`src/rtl/iir_sos_seq_pkg.sv`:
```
// ---------------------------------------------------------------------------
// iir_sos_seq_pkg
// Shared definitions for the second-order-section cascade sequencer:
//   - seq_state_t : sequencer FSM state encoding
//   - CA_*        : coefficient select codes carried on cfg_addr / sec_c_addr
// ---------------------------------------------------------------------------
package iir_sos_seq_pkg;

  typedef enum logic [1:0] {
    ST_IDLE = 2'd0,
    ST_MAC0 = 2'd1,
    ST_MAC1 = 2'd2,
    ST_GAP  = 2'd3
  } seq_state_t;

  localparam logic [1:0] CA_A1 = 2'd0;
  localparam logic [1:0] CA_A2 = 2'd1;
  localparam logic [1:0] CA_B  = 2'd2;
  localparam logic [1:0] CA_K  = 2'd3;

endpackage

```
`src/rtl/iir_sos_seq.sv`:
```
// ---------------------------------------------------------------------------
// iir_sos_seq
// Time-multiplexes N_SEC cascaded second-order sections. Each accepted sample
// walks through the sections one at a time: MAC0 (a-path, mult_sel=0), MAC1
// (delay path, mult_sel=1), GAP (ce low so the section latches its result).
// Coefficient writes are accepted only while idle and forwarded one cycle
// later as a one-hot strobe with the captured address/data.
//
// Ports
//   clk, rst          : clock, asynchronous active-high reset
//   in_valid/in_ready : sample handshake at the cascade input
//   out_valid         : one-cycle pulse when the last section has updated
//   cfg_we/cfg_sec/cfg_addr/cfg_data/cfg_ready : coefficient write request
//   sec_ce            : per-section compute enable (at most one bit high)
//   sec_mult_sel      : shared a-coefficient / delay select
//   sec_c_we/sec_c_addr/sec_c_in : coefficient write strobe, address, data
//   busy              : sequence in progress
//   err_cfg/err_overrun : sticky error flags, cleared by err_clr
// ---------------------------------------------------------------------------
module iir_sos_seq
  import iir_sos_seq_pkg::*;
#(
  parameter int N_SEC   = 4,
  parameter int COEFF_W = 16,
  parameter int SEC_W   = 4
) (
  input  logic               clk,
  input  logic               rst,
  input  logic               in_valid,
  output logic               in_ready,
  output logic               out_valid,
  input  logic               cfg_we,
  input  logic [SEC_W-1:0]   cfg_sec,
  input  logic [1:0]         cfg_addr,
  input  logic [COEFF_W-1:0] cfg_data,
  output logic               cfg_ready,
  output logic [N_SEC-1:0]   sec_ce,
  output logic               sec_mult_sel,
  output logic [N_SEC-1:0]   sec_c_we,
  output logic [1:0]         sec_c_addr,
  output logic [COEFF_W-1:0] sec_c_in,
  output logic               busy,
  output logic               err_cfg,
  output logic               err_overrun,
  input  logic               err_clr
);

  seq_state_t         state_r, state_s;
  logic [SEC_W-1:0]   sec_cnt_r, sec_cnt_s;
  logic               last_s;
  logic               accept_s;
  logic               wr_s;
  logic               run_s;
  logic [N_SEC-1:0]   ce_s;
  logic [N_SEC-1:0]   cwe_s;
  logic               msel_s;
  logic               ovalid_s;
  logic               cfg_bad_s;
  logic               overrun_s;

  // Handshakes are forced low while reset is held; a write beats a sample.
  assign busy      = (state_r != ST_IDLE);
  assign cfg_ready = !rst && (state_r == ST_IDLE);
  assign in_ready  = !rst && (state_r == ST_IDLE) && !cfg_we;
  assign accept_s  = in_valid && in_ready;
  assign wr_s      = cfg_we && cfg_ready;
  assign last_s    = (int'(sec_cnt_r) == (N_SEC - 1));
  assign cfg_bad_s = wr_s && (int'(cfg_sec) >= N_SEC);
  assign overrun_s = in_valid && busy;

  // Next-state and section-counter logic.
  always_comb begin
    state_s   = state_r;
    sec_cnt_s = sec_cnt_r;
    case (state_r)
      ST_IDLE: begin
        if (accept_s) begin
          state_s   = ST_MAC0;
          sec_cnt_s = {SEC_W{1'b0}};
        end else begin
          state_s   = ST_IDLE;
        end
      end
      ST_MAC0: state_s = ST_MAC1;
      ST_MAC1: state_s = ST_GAP;
      ST_GAP: begin
        if (last_s) begin
          state_s   = ST_IDLE;
          sec_cnt_s = {SEC_W{1'b0}};
        end else begin
          state_s   = ST_MAC0;
          sec_cnt_s = sec_cnt_r + SEC_W'(1);
        end
      end
      default: begin
        state_s   = ST_IDLE;
        sec_cnt_s = {SEC_W{1'b0}};
      end
    endcase
  end

  // Output values derived from the next state so the registered outputs
  // line up with the state they describe.
  always_comb begin
    ce_s     = {N_SEC{1'b0}};
    cwe_s    = {N_SEC{1'b0}};
    run_s    = (state_s == ST_MAC0) || (state_s == ST_MAC1);
    msel_s   = (state_s == ST_MAC1);
    ovalid_s = (state_r == ST_GAP) && last_s;
    for (int i = 0; i < N_SEC; i++) begin
      ce_s[i]  = run_s && (int'(sec_cnt_s) == i);
      // Out-of-range section indices match no bit, so no strobe is issued.
      cwe_s[i] = wr_s && (int'(cfg_sec) == i);
    end
  end

  // State, registered outputs, coefficient stage and sticky error flags.
  always_ff @(posedge clk or posedge rst) begin
    if (rst) begin
      state_r      <= ST_IDLE;
      sec_cnt_r    <= {SEC_W{1'b0}};
      sec_ce       <= {N_SEC{1'b0}};
      sec_mult_sel <= 1'b0;
      out_valid    <= 1'b0;
      sec_c_we     <= {N_SEC{1'b0}};
      sec_c_addr   <= CA_A1;
      sec_c_in     <= {COEFF_W{1'b0}};
      err_cfg      <= 1'b0;
      err_overrun  <= 1'b0;
    end else begin
      state_r      <= state_s;
      sec_cnt_r    <= sec_cnt_s;
      sec_ce       <= ce_s;
      sec_mult_sel <= msel_s;
      out_valid    <= ovalid_s;
      sec_c_we     <= cwe_s;
      if (wr_s) begin
        sec_c_addr <= cfg_addr;
        sec_c_in   <= cfg_data;
      end else begin
        sec_c_addr <= sec_c_addr;
        sec_c_in   <= sec_c_in;
      end
      // A set event in the same cycle as err_clr keeps the flag set.
      err_cfg     <= cfg_bad_s ? 1'b1 : (err_clr ? 1'b0 : err_cfg);
      err_overrun <= overrun_s ? 1'b1 : (err_clr ? 1'b0 : err_overrun);
    end
  end

endmodule

```
`config.mk`:
```
export PLATFORM = sky130hd
export DESIGN_NAME = iir_sos_seq
export DESIGN_NICKNAME = d
export VERILOG_FILES = /design/src/rtl/iir_sos_seq_pkg.sv /design/src/rtl/iir_sos_seq.sv
export SDC_FILE = /design/constraint.sdc
export NUM_CORES = 1
export LEC_CHECK = 0
export ABC_AREA = 1
export BUFFER_PORTS_ARGS = -buffer_cell sky130_fd_sc_hd__buf_2
export CORE_MARGIN = 5
export CORE_UTILIZATION = 51
export CTS_CLUSTER_DIAMETER = 100
export DETAILED_ROUTE_END_ITERATION = 8
export PLACE_DENSITY_LB_ADDON = 0.15
export SLEW_MARGIN = 0
export SYNTH_ARGS = -nofsm -noshare
export SYNTH_HDL_FRONTEND = slang
export SYNTH_SLANG_ARGS = --single-unit
```
`constraint.sdc`:
```
create_clock -name clk -period 2.8 [get_ports clk]
set_input_delay 0.42 -clock clk [delete_from_list [all_inputs] [get_ports clk]]
set_output_delay 0.42 -clock clk [all_outputs]
set_load 0.02 [all_outputs]
```
---- Word-level counts from Yosys, hierarchy flattened ----
Index checks and enable logic that the tools add are counted.
cells by class
  $add $sub $neg .......................... 1
  magnitude comparators ................... 1
  eq/ne operators ......................... 12
  multiplexer cells ....................... 9
  reductions and logical operators ........ 24
operator list
  cell                                                                   number
  4-bit by 3-bit equality test with 1-bit output, second input constant  5
  1-bit logical AND                                                      15
  4-bit by 2-bit equality test with 1-bit output, second input constant  2
  4-bit zero test                                                        2
  4-bit two-way mux                                                      2
  2-bit one-hot mux with 4 select lines                                  1
  4-bit one-hot mux with 2 select lines                                  1
  2-bit equality test, second input constant                             3
  2-bit nonzero test                                                     3
  1-bit two-way mux                                                      5
  4-bit by 1-bit adder with 4-bit output, second input constant          1
  2-bit by 1-bit equality test with 1-bit output, second input constant  2
  4-bit by 3-bit >= comparator with 1-bit output, second input constant  1
  1-bit zero test                                                        2
  2-bit zero test                                                        1
  1-bit logical OR                                                       1
word-level totals
  register bits ........................... 36
  input port bits ......................... 27
  output and inout port bits .............. 33

---- Depth between registers and ports, before layout ----
Gate-level depths: netlist (run 1).
  depth in word-level cells ............... 9
  depth in mapped cells ................... 10
  depth with buffers taken out ............ 10

---- Worst setup path after synthesis (run 1) ----
OpenSTA, ideal clock, no wires.
  kind .................................... register to output
  from .................................... register state_r[0]
  to ...................................... output port in_ready
  data arrival time ....................... 1.280 ns
  data required time ...................... 2.380 ns
  path slack .............................. 1.100 ns
  cell stages (with the launch flop) ...... 5
  cell sequence ........................... dfrtp_1 -> inv_1 -> ha_1 -> inv_2 -> nor3_1
on the way
  longest elaborated chain between the ends .. 3
ends and longest elaborated chain
  element                          RTL line            source
  start, declared                  iir_sos_seq.sv:48   seq_state_t state_r, state_s;
  start signal, assigned           iir_sos_seq.sv:131  state_r <= state_s;
  2-bit zero test                  iir_sos_seq.sv:64   assign in_ready = !rst && (state_r == ST_IDLE) && !cfg_we;
  1-bit logical AND (2 in series)  iir_sos_seq.sv:64
  end, declared                    iir_sos_seq.sv:30   output logic in_ready,
Every way passes these cells.

---- Worst setup path in the final report (run 1) ----
Same ends and word-level chain as after synthesis.

==> metrics.txt, run 1 <==
area delta synth->final 24.7%; Synth Instances 173; largest net degree at the start of global routing 37; Die W 65.4 um; top post-synthesis cells by area dfrtp_1 58%, nand2_1 17%, ha_1 4.8%; final layout net count 270; Synthesized Nets between 200 and 250; Cell Pwr Density approximately 1000 mW/mm2; CTS tree done; CTS Hold Bufs 0; die area 0.00427 mm2; Worst path max stage delay 0.41 ns; P_leak approximately 0.0012 uW; Worst setup EP type output pin; Routed Antenna Nets 0; Final GP Congestion 0.826; crit-path max FO 4; wire per inst 12.1 um; # rows 20; Max Fclk 0.517 GHz; Pre-antenna DRT Iters 6; Slowest cell on crit path dfrtp_1; post-synth top area cell dfrtp_1; WP data arrival around 1.5 ns; simple-gate share of the synthesized area between 20% and 30%; total number of vias 1273; post-detail-place hpwl 2470 um; syn avg cell area 9.03 um2; setup bufs post-CTS 0; CTS sink cnt 36; post-synthesis register bit count 36; Slew Limit Headroom 70.9%; initial antenna violation count 0; Max clock buf depth 2; CP Launch Type register; chip height 65.4 um; mux contribution to synthesized area 0%; share of cells above drive strength 1 36.7%; minimum hold slack roughly 0.25 ns; Max Slew Vio Count 0; xor/xnor cell area share of the yosys netlist 0%; Total GRT Usage roughly 17%; Hold Violations, Final 0; Mapped Area 0.00156 mm2; share of the synthesized area in the top cell type 57.6%; main combinational cell family by area after synthesis simple AND/OR/NAND/NOR gates; measured slew at the worst slew-check pin 0.437 ns; H-tree depth 2; reg2reg setup slack 0.94 ns; Placed Cells 263; Post-CTS Resized 0; count leader, synth nand2_1; adder-cell share of the synthesized area 4.80%; RSZ-0062 raised after global routing false; Seq/Total Area, Yosys 57.6%; async set-reset flop share out of synthesis 100%; CP Class register to output pin; Setup-failing EPs final 0; io pins 60; first-pass GRT wire length 5460 um; status finished clean; Setup WS pre-CTS ~0.94 ns; Worst EP required approximately 2.4 ns; core area 0.00300 mm2; most common library cells after synthesis 70 x nand2_1, 36 x dfrtp_1, 11 x inv_1; DR iter-0 viols 79; initial core utilization 52.0%; max_cap viols 0; clk_lat worst skew 0.32 ns; worst reg2reg path depth 8; CTS clock-pin slew for the worst setup and hold paths 0.10 ns; Primary FF master, synth dfrtp_1; ant diodes 0; Num CTS Buffers 5; reg2reg start state_r[0]; clock skew 0.00906 ns; fraction of the cycle the final worst path needs 69.0%; Detailed Route WL 3280 um; Filler cells 259; EDFF count, synth 0; vias in the first global route 1245; Synth Area in Compound Gates 1.68%; final worst slack 0.867 ns; Root Buffer Master clkbuf_4; synth unique cells 22; critical path cell sequence inv_1 > ha_1 > inv_2 > nor3_1 > buf_2; Via density 4.71; final non-filler cell total 270; PortBufs 59; Hold Path Class primary input to asynchronous set/reset pin; Remaining DRCs 0; Ys Warns 0; grt total ovfl 0; Setup TNS 0 ns; reg2reg end err_cfg; Max IR drop VDD 0.560 mV; Final min period 1.93 ns
[flip-flops by register name, indices dropped and copies added, names as in the netlist]
name,flops
err_overrun,1
sec_ce,4
out_valid,1
sec_c_we,4
sec_c_in,16
state_r,2
err_cfg,1
sec_cnt_r,4
sec_mult_sel,1
sec_c_addr,2
[power by group]
part	leakage [uW]	total, uW	switching (uW)	internal (uW)
Clock	0.0000374	297	155	142
Combinational	0.000656	958	645	312
Sequential	0.000465	790	94.6	696
[per-stage QoR]
step           cell area (um2)  power [uW]  utilization (%)
2_1_floorplan             1560        1470                -
6_report                  1950        2050             64.9
3_3_place_gp              1880        1750             62.7
3_5_place_dp              1880        1760             62.7
4_1_cts                   1950        2070             64.9
5_1_grt                   1950        2220             64.9
[per-layer routing]
metal | share of wire (%) | vias to the layer above | global-route usage (%)
met3 | 7.0 | 2 | 5.98
met2 | 51 | 33 | 30.1
li1 | - | 656 | -
met4 | 0.58 | 0 | 3.11
met1 | 41 | 582 | 19.1
met5 | 0 | - | 0
[cells in the final DEF, fill, tap and decap left out, types with 2 or more instances in the layout]
cell type | synthesis | routed
buf_2 | 0 | 59
clkbuf_4 | 0 | 5
clkbuf_8 | 0 | 2
dfrtp_1 | 36 | 36
ha_1 | 6 | 6
inv_1 | 11 | 11
inv_2 | 7 | 7
nand2_1 | 70 | 70
nand2_2 | 8 | 8
nand3_1 | 8 | 8
nand4_1 | 2 | 2
nor2_1 | 8 | 8
nor4_1 | 4 | 4
o21ai_0 | 2 | 2
[logic make-up (layout without fill, tap and decap cells)]
group	Yosys count	count (layout)
compound gates	4	4
fa+ha+maj	6	6
buf+inv	22	86
flops	36	36
simple gates	105	105
[critical path: cells and delay by family (launching register included)]
family	cells	cell delay, ns
adder cells (fa/ha/maj)	1	0.24
buffers and inverters	3	0.38
flip-flops	1	0.41
AND/OR/NAND/NOR	1	0.15
[worst max-delay path by stage]
| stage | start | to | slack (ns) |
|---|---|---|---|
| after floorplan | state_r[0] | in_ready | 1.10 |
| after global routing | state_r[0] | err_cfg | 0.75 |
| final | state_r[0] | in_ready | 0.87 |
| after CTS | state_r[1] | in_ready | 0.84 |
| after global placement | state_r[0] | err_cfg | 1.00 |
| after detailed placement | state_r[0] | err_cfg | 0.94 |
[cell type report]
type | count | area [um2] | area share [%]
clock buffers | 7 | 65.1 | 3.34
inverters | 19 | 72.6 | 3.72
multi-input cells | 115 | 567 | 29.1
flip-flops and latches | 36 | 901 | 46.2
well taps | 33 | 41.3 | 2.12
repair buffers | 60 | 303 | 15.5
(Power assumes the default switching activity.)
==> run 2, diff against run 1 <==
CORE_UTILIZATION = 43   (was 51)
clock period = 1.55 ns   (was 2.8 ns; I/O delays follow)
==> metrics.txt, run 2 (synthesis results as in run 1) <==
status finished clean; Routed Antenna Nets 0 (unchanged); CTS Hold Bufs 0 (unchanged); RSZ-0062 raised after global routing true; Worst setup EP type output pin; Detailed Route WL 3420 um (+4.5%); total number of vias 1309 (+2.8%); Max clock buf depth 2 (unchanged); max_cap viols 0 (unchanged); post-detail-place hpwl 2420 um (-2.3%); Die W 70.3 um (+7.5%); Hold Path Class primary input to asynchronous set/reset pin; WP data arrival 1.28 ns (-0.23 ns); H-tree depth 2 (unchanged); minimum hold slack 0.0843 ns (-0.164 ns); Via density 4.45 (-5.6%); CP Class register to output pin; CTS sink cnt 36 (unchanged); crit-path max FO 4 (unchanged); Sequential Power Share 35.9% (-2.7 points); initial antenna violation count 0 (unchanged); Max IR drop VDD 1.21 mV (+120%); placed cell areas 0.00194 mm2 (+2.9%); Largest register FFs 16 (unchanged); final layout net count 279 (+3.3%); largest net degree at the start of global routing 37 (unchanged); Setup-failing EPs final 0 (unchanged); Total GRT Usage 14.5% (-2.2 points); Remaining DRCs 0 (unchanged); io pins 60 (unchanged); PortBufs 59 (unchanged); clock network power share 11.1% (-3.4 points); vias in the first global route 1271 (+2.1%); share of cells above drive strength 1 42.3% (+5.6 points); Final min period 1.51 ns; Placed Cells 281 (+6.8%); CTS tree done; DR iter-0 viols 68 (-14%); switching share of power 43.7% (-0.057 points); Int Power 2200 uW (+91%); die area 0.00494 mm2 (+16%); CP Launch Type register; Pre-antenna DRT Iters 4 (-2); CTS clock-pin slew for the worst setup and hold paths 0.10 ns (about the same); most common cell after layout, fill and taps aside nand2_1; combinational share of power 53.0% (+6.2 points); area delta synth->final 35.0%; ant diodes 0 (unchanged); Max Fclk 0.660 GHz; first-pass GRT wire length 5660 um (+3.8%); Worst EP required 1.32 ns (-1.06 ns); final non-filler cell total 294 (+8.9%); wire per inst 11.6 um (-4.0%); Max Slew Vio Count 0 (unchanged); design area 0.00211 mm2 (+8.2%); initial core utilization 43.7% (-8.4 points); grt total ovfl 0 (unchanged); commonest non-fill, non-tap cells in the layout 69 x nand2_1, 57 x buf_2, 36 x dfrtp_1; fraction of the cycle the final worst path needs 97.7%; largest reg by FF count sec_c_in; clock skew 0.00856 ns (-0.000501 ns); clk_lat worst skew 0.32 ns (about the same); # rows 22 (+10%); chip height 70.3 um (+7.5%); Hold Violations, Final 0 (unchanged); Num CTS Buffers 5 (unchanged); Slew Limit Headroom 70.7% (-0.11 points); Final GP Congestion 0.803 (-2.7%); core area 0.00358 mm2 (+19%); P_leak 0.00121 uW (+4.5%); measured slew at the worst slew-check pin 0.439 ns (+0.00160 ns); Net Switching 1710 uW (+91%); Cell Pwr Density 1850 mW/mm2 (+77%); Root Buffer Master clkbuf_4
[run 2: cell count changes in the layout (fill, tap and decap cells not counted), moves of 2 or more]
cell      change
nand3_2       +3
clkbuf_8      -2
inv_1         -2
nand3_1       -3
nand2_2       -2
buf_2         -2
buf_4         +9
nand2_4       +3
[run 2: cell type report]
type                    instances  area (um2)
fillers                       318        1470
flip-flops and latches         36         901
multi-input cells             115         636
repair buffers                 69         392
inverters                      19        75.1
well taps                      48        60.1
clock buffers                   6        41.3
clock inverters                 1        5.00
[run 2: critical path, cell delays in order, from the launching register on]
cell	delay, ns
dfrtp_1	0.40
inv_2	0.08
ha_4	0.13
inv_2	0.05
nor3_2	0.13
buf_4	0.17
[run 2: power by group through the flow]
stage	sequential, uW	combinational (uW)	clock (uW)
floorplan	1780	879	0
global placement	1430	1790	0
detailed placement	1420	1810	0
CTS	1400	1950	468
global route	1450	2280	518
finish	1400	2070	435
[run 2: final timing paths]
kind,to,slack [ns],cells after the start,from
worst max-delay path,in_ready,0.04,5,state_r[1]
worst min-delay path,sec_mult_sel,0.08,3,rst
worst max register to register,sec_ce[0],0.05,10,state_r[1]
worst min register to register,sec_c_in[3],0.48,2,sec_c_in[3]
max in group asynchronous,sec_c_in[7],1.15,3,rst
min in group clk,sec_c_we[2],0.10,2,cfg_sec[0]
[run 2: through the flow]
| stage | utilization, % | setup WS (ns) | setup TNS (ns) | power, uW |
|---|---|---|---|---|
| 3_3_place_gp | 54.2 | 0.0279 | 0 | 3210 |
| 4_1_cts | 56.8 | 0.0368 | 0 | 3820 |
| 2_1_floorplan | - | 0.0266 | 0 | 2650 |
| 6_report | 59.0 | 0.0352 | 0 | 3910 |
| 3_5_place_dp | 54.2 | -0.00461 | -0.00671 | 3230 |
| 5_1_grt | 59.0 | -0.0500 | -0.125 | 4250 |
[run 2: what timing repair did]
item | in CTS | in global routing
cloned | 0 | 0
endpoints found under the setup margin | 7 | 6
setup buffers | 4 | 2
gates resized for setup | 5 | 14
pin swaps | 1 | 3
[run 2: metal layers]
layer  wire length [um]  up-vias  track usage (%)
li1                   -      682                -
met1               1390      591             17.0
met4                 38        0             4.47
met2               1780       32             24.1
met5                  0        -                0
met3                215        4             5.90
